**src/rtl/if_fetch_queue_if.sv**
```systemverilog
// if_fetch_queue_if: valid/ready handshake carrying {pc, inst} from fetch to decode
interface if_fetch_queue_if #(parameter int ADDR_W = 32, parameter int INST_W = 32);
  logic              valid;
  logic [ADDR_W-1:0] pc;
  logic [INST_W-1:0] inst;
  logic              ready;
  modport master (output valid, pc, inst, input ready);
  modport slave  (input valid, pc, inst, output ready);
endinterface

```
**src/rtl/if_fetch_queue.sv**
```systemverilog
// if_fetch_queue: PC owner and ROM driver feeding a FWFT {pc, inst} queue toward decode
module if_fetch_queue #(
  parameter int              ADDR_W   = 32,
  parameter int              INST_W   = 32,
  parameter int              DEPTH    = 4,
  parameter logic [ADDR_W-1:0] RESET_PC = '0
) (
  input  logic                       clk,
  input  logic                       rst,
  input  logic                       flush,
  input  logic [ADDR_W-1:0]          new_pc,
  input  logic                       branch_flag,
  input  logic [ADDR_W-1:0]          branch_target,
  output logic                       rom_ce,
  output logic [ADDR_W-1:0]          rom_addr,
  input  logic [INST_W-1:0]          rom_inst,
  if_fetch_queue_if.master           id,
  output logic [$clog2(DEPTH+1)-1:0] q_count
);
  localparam int PW = $clog2(DEPTH);
  localparam int CW = $clog2(DEPTH + 1);
  logic [ADDR_W-1:0] pc;
  logic              ce_q;
  logic [ADDR_W-1:0] mem_pc [DEPTH];
  logic [INST_W-1:0] mem_inst [DEPTH];
  logic [PW-1:0]     wp, rp;
  logic [CW-1:0]     count;
  logic              pop, redir, fetch;
  logic [ADDR_W-1:0] tgt;
  assign pop      = id.valid & id.ready;
  assign redir    = flush | branch_flag;
  assign fetch    = ce_q & ~redir & ((count < CW'(DEPTH)) | pop);
  assign tgt      = flush ? new_pc : branch_target;
  assign rom_ce   = fetch;
  assign rom_addr = pc;
  assign q_count  = count;
  assign id.valid = count != '0;
  assign id.pc    = id.valid ? mem_pc[rp] : '0;
  assign id.inst  = id.valid ? mem_inst[rp] : '0;
  // PC, enable and queue bookkeeping; a redirect empties the queue and retargets the PC
  always_ff @(posedge clk or negedge rst)
    if (!rst) begin
      pc    <= RESET_PC;
      ce_q  <= 1'b0;
      wp    <= '0;
      rp    <= '0;
      count <= '0;
    end else begin
      ce_q <= 1'b1;
      if (redir) begin
        pc    <= {tgt[ADDR_W-1:2], 2'b00};
        wp    <= '0;
        rp    <= '0;
        count <= '0;
      end else begin
        if (fetch) begin
          pc <= pc + ADDR_W'(4);
          wp <= wp + PW'(1);
        end
        if (pop) rp <= rp + PW'(1);
        count <= count + CW'(fetch) - CW'(pop);
      end
    end
  // Queue storage; contents beyond the occupancy are never presented, so no reset is needed
  always_ff @(posedge clk)
    if (fetch) begin
      mem_pc[wp]   <= pc;
      mem_inst[wp] <= rom_inst;
    end
endmodule

```
**src/flat_wrapper.sv**
```systemverilog
// flat-port wrapper written by rule: the top's interface ports become plain ports
module if_fetch_queue_flat 
#(
  parameter int              ADDR_W   = 32,
  parameter int              INST_W   = 32,
  parameter int              DEPTH    = 4,
  parameter logic [ADDR_W-1:0] RESET_PC = '0
)
  (clk, rst, flush, new_pc, branch_flag, branch_target, rom_ce, rom_addr, rom_inst, q_count, id_valid, id_pc, id_inst, id_ready);
  if_fetch_queue_if #(.ADDR_W(ADDR_W), .INST_W(INST_W)) id_i ();
  input  logic clk;
  input  logic rst;
  input  logic flush;
  input  logic [ADDR_W-1:0] new_pc;
  input  logic branch_flag;
  input  logic [ADDR_W-1:0] branch_target;
  output logic rom_ce;
  output logic [ADDR_W-1:0] rom_addr;
  input  logic [INST_W-1:0] rom_inst;
  output logic [$clog2(DEPTH+1)-1:0] q_count;
  output wire logic [$bits(id_i.valid)-1:0] id_valid;
  output wire logic [$bits(id_i.pc)-1:0] id_pc;
  output wire logic [$bits(id_i.inst)-1:0] id_inst;
  input wire logic [$bits(id_i.ready)-1:0] id_ready;
  assign id_valid = id_i.valid;
  assign id_pc = id_i.pc;
  assign id_inst = id_i.inst;
  assign id_i.ready = id_ready;
  if_fetch_queue #(.ADDR_W(ADDR_W), .INST_W(INST_W), .DEPTH(DEPTH), .RESET_PC(RESET_PC)) u_core (.clk(clk), .rst(rst), .flush(flush), .new_pc(new_pc), .branch_flag(branch_flag), .branch_target(branch_target), .rom_ce(rom_ce), .rom_addr(rom_addr), .rom_inst(rom_inst), .id(id_i), .q_count(q_count));
endmodule
```
**config.mk**
```make
export PLATFORM = sky130hd
export DESIGN_NAME = if_fetch_queue_flat
export DESIGN_NICKNAME = d
export VERILOG_FILES = /design/src/rtl/if_fetch_queue_if.sv /design/src/rtl/if_fetch_queue.sv /design/src/flat_wrapper.sv
export SDC_FILE = /design/constraint.sdc
export NUM_CORES = 1
export LEC_CHECK = 0
export CAP_MARGIN = 20
export CORE_ASPECT_RATIO = 1.1
export CORE_UTILIZATION = 45
export DETAILED_ROUTE_END_ITERATION = 7
export PLACE_DENSITY = 0.83
export SYNTH_ARGS = -nofsm -noshare
export SYNTH_HDL_FRONTEND = slang
export SYNTH_SLANG_ARGS = --single-unit
```
**constraint.sdc**
```tcl
create_clock -name clk -period 2.8 [get_ports clk]
set_clock_uncertainty 0.15 [all_clocks]
set_input_delay 0.56 -clock clk [delete_from_list [all_inputs] [get_ports clk]]
set_output_delay 0.56 -clock clk [all_outputs]
set_load 0.05 [all_outputs]
```
## After elaboration in Yosys (flattened, before gate mapping)

Memories as Yosys holds them, arrays and structs flattened.
Cells that the tools add are included.

| cells by class | value |
|---|---|
| order comparisons | 1 |
| $add $sub $neg | 5 |
| reductions and logical operators | 3 |
| bitwise logic cells | 6 |
| multiplexer cells | 12 |

Operators with widths:

| kind | number |
|---|---|
| $mux 32 | 5 |
| $add 32x3->32 const B | 1 |
| $mux 2 | 4 |
| $add 2x1->2 const B | 2 |
| $reduce_bool 2->1 | 2 |
| $add 3x1->3 | 1 |
| $and 1x1->1 | 3 |
| $lt 3x3->1 const B | 1 |
| $mux 3 | 1 |
| $reduce_bool 3->1 | 1 |
| $sub 3x1->3 | 1 |
| $mux 1 | 2 |
| $or 1x1->1 | 2 |
| $not 1->1 | 1 |

| storage, ports and cells | value |
|---|---|
| bits of input ports | 101 |
| word-level logic and storage cells | 34 |
| memories | 2 |
| output and inout bits | 101 |
| RAM bits | 256 |
| flip-flop bits (word level) | 40 |

Memories:

| memory | words | bits a word | rd ports | clocked after memory_dff | wr ports | RTL line | RTL |
|---|---|---|---|---|---|---|---|
| u_core.mem_inst | 4 | 32 | 1 | 0 | 1 | if_fetch_queue.sv:25 | `logic [INST_W-1:0] mem_inst [DEPTH];` |
| u_core.mem_pc | 4 | 32 | 1 | 0 | 1 | if_fetch_queue.sv:24 | `logic [ADDR_W-1:0] mem_pc [DEPTH];` |

## Longest topological paths before layout

| logic depth | value |
|---|---|
| word-level depth | 7 |
| gate-level depth with buffers | 13 |
| gate-level depth less buffers | 11 |

## Least setup slack after synthesis

OpenSTA, ideal clock, no wires.

| timing | value |
|---|---|
| path kind | register to register |
| start point | register u_core.count[2], in the netlist u_core.q_count[2] |
| end point | memory u_core.mem_inst[0][0] (enable) |
| cell stages (with the launch flop) | 5 |
| required time | 2.223 ns |
| library setup time | 0.427 ns |
| clock period less this slack | 3.368 ns |
| setup slack | -0.568 ns |
| arrival time | 2.791 ns |
| path buffers | 1 |
| cell sequence | dfrtp_1 -> nor2b_1 -> nor2_1 -> clkbuf_1 -> and3_1 |

| on the way | value |
|---|---|
| longest elaborated chain between the ends | 6 |
| elaborated cells on any way between the ends | 7 |
| those cells by class | order compare (1); mux (2); bitwise (3); reduce/logical (1) |

RTL lines:

| element | RTL line | RTL |
|---|---|---|
| start: declaration | if_fetch_queue.sv:27 | `logic [CW-1:0] count;` |
| start signal: assignment | if_fetch_queue.sv:61 | `count <= count + CW'(fetch) - CW'(pop);` |
| parallel branches: the longest is 2 deep, another holds $lt 3x3->1 | - |  |
| $or 1x1->1 * | if_fetch_queue.sv:32 | `assign fetch = ce_q & ~redir & ((count < CW'(DEPTH)) \| pop);` |
| $and 1x1->1 * | if_fetch_queue.sv:32 |  |
| $mux 1 * | if_fetch_queue.sv:66 | `if (fetch) begin` |
| $mux 1 (implied by the code) * | if_fetch_queue.sv:68 | `mem_inst[wp] <= rom_inst;` |
| end: declaration | if_fetch_queue.sv:25 |  |

Mark *: on every way between the ends.

## Final worst setup path

| timing | value |
|---|---|
| start point | register u_core.rp[0] |
| end point | output id_inst[20] |

| on the way | value |
|---|---|
| longest elaborated chain between the ends | 2 |

RTL lines:

| element | RTL line | RTL |
|---|---|---|
| start: declaration | if_fetch_queue.sv:26 | `logic [PW-1:0] wp, rp;` |
| start signal: assignment | if_fetch_queue.sv:60 | `if (pop) rp <= rp + PW'(1);` |
| $mem_v2 4x32 | - |  |
| $mux 32 | if_fetch_queue.sv:39 | `assign id.inst = id.valid ? mem_inst[rp] : '0;` |
| end: declaration | flat_wrapper.sv:23 | `output wire logic [$bits(id_i.inst)-1:0] id_inst;` |

No other way between the ends.

==> flow_summary.json <==
{
  "initial_utilization_pct": 45.8,
  "synth.distinct_cells": 48,
  "failed_checks": "setup timing",
  "outcome": "complete, but fails checks",
  "max-vdd-ir-drop_mv": 0.364,
  "worst_setup_path_end_kind": "primary output",
  "fmax_mhz": 353,
  "grt.busiest_layer": "met2",
  "postRouteAntennaNets": 0,
  "drc_errors": 0,
  "p_int_uw": 7730,
  "placed_cells": 1246,
  "start_kind": "register",
  "use_met1_pct": 27.7,
  "synth.most_common_cell": "edfxtp_1",
  "syn_avg_cell_area_sq_um": 17.0,
  "gr-total-overflow": 0,
  "p_leak_uw": 0.00563,
  "core_area_sq_mm": 0.0261,
  "h-tree-depth": 1,
  "syn_area_sq_mm": 0.0120,
  "syn2layout_area_growth_pct": 35.6,
  "grt_use_met3_pct": 3.83,
  "rr_worst_depth": 10,
  "cap_violations": 0,
  "final_nets": 1045,
  "crit_fanout": 9,
  "io_pins": 202,
  "period_needed_ns": 2.83,
  "cts_tree": "done",
  "cts_num_sinks": 286,
  "syn_inst": 703,
  "cts_buffer_depth": 3,
  "r2r_start": "u_core.q_count[1]$_DFF_PN0_",
  "yosys.area.top_type": "edfxtp_1",
  "cts-hold-fix-buffers": 0,
  "wl_per_cell_um": 21.4,
  "cts_buffers": 28,
  "cp.required_ns": 2.09,
  "num_rows": 62,
  "p_comb_share_pct": 12.5,
  "crit_type": "reg2out",
  "vias": 7017,
  "gp_congestion": 0.842,
  "drt_iter0_drc": 538,
  "tightest_slew_ns": 0.922,
  "cts.clk_slew.worst_paths_ns": 0.06,
  "r2r-end": "u_core.q_count[2]$_DFF_PN0_",
  "drive_above_1_share_pct": 30.5,
  "async_flop_share_pct": 13.3,
  "setup-violations-final": 32,
  "seqPwrFrac_pct": 48.3,
  "fillerInstances": 1879,
  "netSwitchingFraction_pct": 23.5,
  "rsz0062_at_grt": "true",
  "track_usage_pct": 21.3,
  "die_y_um": 173,
  "holdCritPathClass": "in2async",
  "crit_path_cell_trace": "buf_12 > buf_12 > mux4_2 > and2_4 > buf_6",
  "setup.worst_path.end": "id_inst[20]",
  "avgViaCountPerCell": 5.36,
  "fin_ws_ns": -0.0327,
  "crit_path_max_incr_delay_ns": 0.52,
  "synth_top_area_share_pct": 62.1,
  "antenna_found_initial": 0,
  "holdWs_ns": 0.0164,
  "drtPass1Iterations": 5,
  "grtUsageMet2_pct": 36.9,
  "crit_path_top_delay_cell": "mux4_2",
  "relSlewSlack_pct": 38.6,
  "yosysSeqAreaShare_pct": 70.1,
  "synthFlopType": "edfxtp_1",
  "cp-startpoint": "u_core.rp[0]$_DFFE_PN0P_",
  "fin_cells": 1308,
  "hold_viol": 0,
  "switchingPower_uw": 2370,
  "synth_area_leaders": "edfxtp_1, mux4_2, dfrtp_1, and2_1, xnor2_1",
  "grt_pass1_wl_um": 43200,
  "port_buffers": 193,
  "fp.dieW_um": 158,
  "clk_latency_ns": 0.53,
  "grt_pass1_vias": 7413,
  "antennaDiodeCount": 0,
  "power_per_cell_area_mw_per_mm2": 621,
  "ys_ff_latch": 286,
  "cts-root-buf": "clkbuf_16",
  "power_frac_clock_pct": 39.1,
  "arrival_ns": 2.12,
  "crit_top_cell": "buf_12",
  "r2r_slack_ns": 0.25,
  "grt_start_max_net_pins": 63,
  "die_area_sq_mm": 0.0273,
  "synth_common_cells": "edfxtp_1, and2_1, mux4_2",
  "maxSlewViolCount": 0,
  "synth_warnings": 0,
  "dpl.hpwl_um": 16900,
  "synth_edf_count": 248,
  "totalWireLength_um": 28000,
  "post-route-period-util_pct": 101
}
[repair_timing]
item | in CTS | in global routing
pin swaps | 0 | 1
setup buffers | 9 | 1
resized for setup | 104 | 9
gates cloned | 4 | 1
setup endpoints to repair | 64 | 65
[layout by cell type, fill, tap and decap left out, drive strengths merged, types with 4 or more instances in the layout]
cell type	count
a211oi	12
a21oi	25
and2	68
and3	7
buf	117
bufinv	6
clkbuf	31
clkdlybuf4s50	123
clkinv	14
conb	5
dfrtp	38
edfxtp	248
ha	7
inv	18
mux2i	6
mux4	62
nand2	27
nand3	11
nand4	13
nor2	13
nor2b	14
nor3	4
nor3b	5
nor4	9
o21ai	10
or4	4
xnor2	20
xor2	9
[layer usage]
layer	part of all wire [%]	wire [um]
met5	0	0
met4	2.0	560
met3	6.2	1750
met2	52	14500
met1	40	11200
[state kept, by name (all words and copies together), names as in the netlist]
name,flops
u_core.q_count,3
u_core.rp,2
u_core.mem_pc,120
u_core.ce_q,1
u_core.wp,2
u_core.mem_inst,128
u_core.rom_addr,30
[cells by family (layout without fill, tap and decap cells)]
logic type / after synthesis / after routing / synth area share (%)
flops: 286 / 286 / 70.1
buf+inv: 63 / 313 / 2.28
mux: 68 / 68 / 12.2
compound gates: 61 / 61 / 3.21
simple gates: 186 / 186 / 9.21
xor+xnor: 29 / 29 / 2.12
other cells: 2 / 5 / 0.0627
fa+ha+maj: 8 / 8 / 0.898
[per-stage QoR]
stage	instance area, sq um	util, %	TNS, ns	power, uW	setup WS, ns
CTS	16300	62.2	-2.53	10200	-0.122
detailed placement	14800	56.5	-0.154	6140	-0.0594
global placement	14800	56.5	-0.0391	6120	-0.0391
finish	16200	62.2	-0.341	10100	-0.0327
floorplan	12000	-	0	5570	0.00164
global route	16200	62.2	-3.85	10400	-0.0984
[worst min-delay path by stage]
stage,from,to,slack [ns],cells after the start
2_1_floorplan,rst,u_core.ce_q$_DFF_PN0_,0.11,0
3_3_place_gp,u_core.rom_addr[24]$_DFFE_PN0P_,u_core.mem_pc[0][24]$_DFFE_PP_,0.36,0
3_5_place_dp,u_core.rom_addr[24]$_DFFE_PN0P_,u_core.mem_pc[0][24]$_DFFE_PP_,0.36,0
4_1_cts,rst,u_core.rom_addr[2]$_DFFE_PN0P_,0.03,1
5_1_grt,rst,u_core.rom_addr[2]$_DFFE_PN0P_,0.07,1
6_report,rst,u_core.rom_addr[16]$_DFFE_PN0P_,0.02,1
[power groups by stage]
stage	combinational (uW)	clock (uW)	sequential (uW)
3_5_place_dp	1170	0	4970
5_1_grt	1330	4180	4890
3_3_place_gp	1160	0	4960
4_1_cts	1270	4010	4880
2_1_floorplan	473	0	5100
6_report	1270	3950	4880
[critical path, delay by kind of cell (launching register included)]
kind	cells	cell delay [ns]
buffers and inverters	3	0.43
flip-flops	1	0.46
AND/OR/NAND/NOR	1	0.18
multiplexers	1	0.52
[layout make-up]
type                       count  area [sq um]  share of cell area (%)
clock inverter                20           248                    1.52
inverter                      18          67.6                   0.416
multi-input combinational    357          3490                    21.5
clock buffer                  30           729                    4.49
sequential                   286          8410                    51.7
timing repair buffer         245          2870                    17.6
tap                          352           440                    2.71
(Power assumes the default switching activity.)
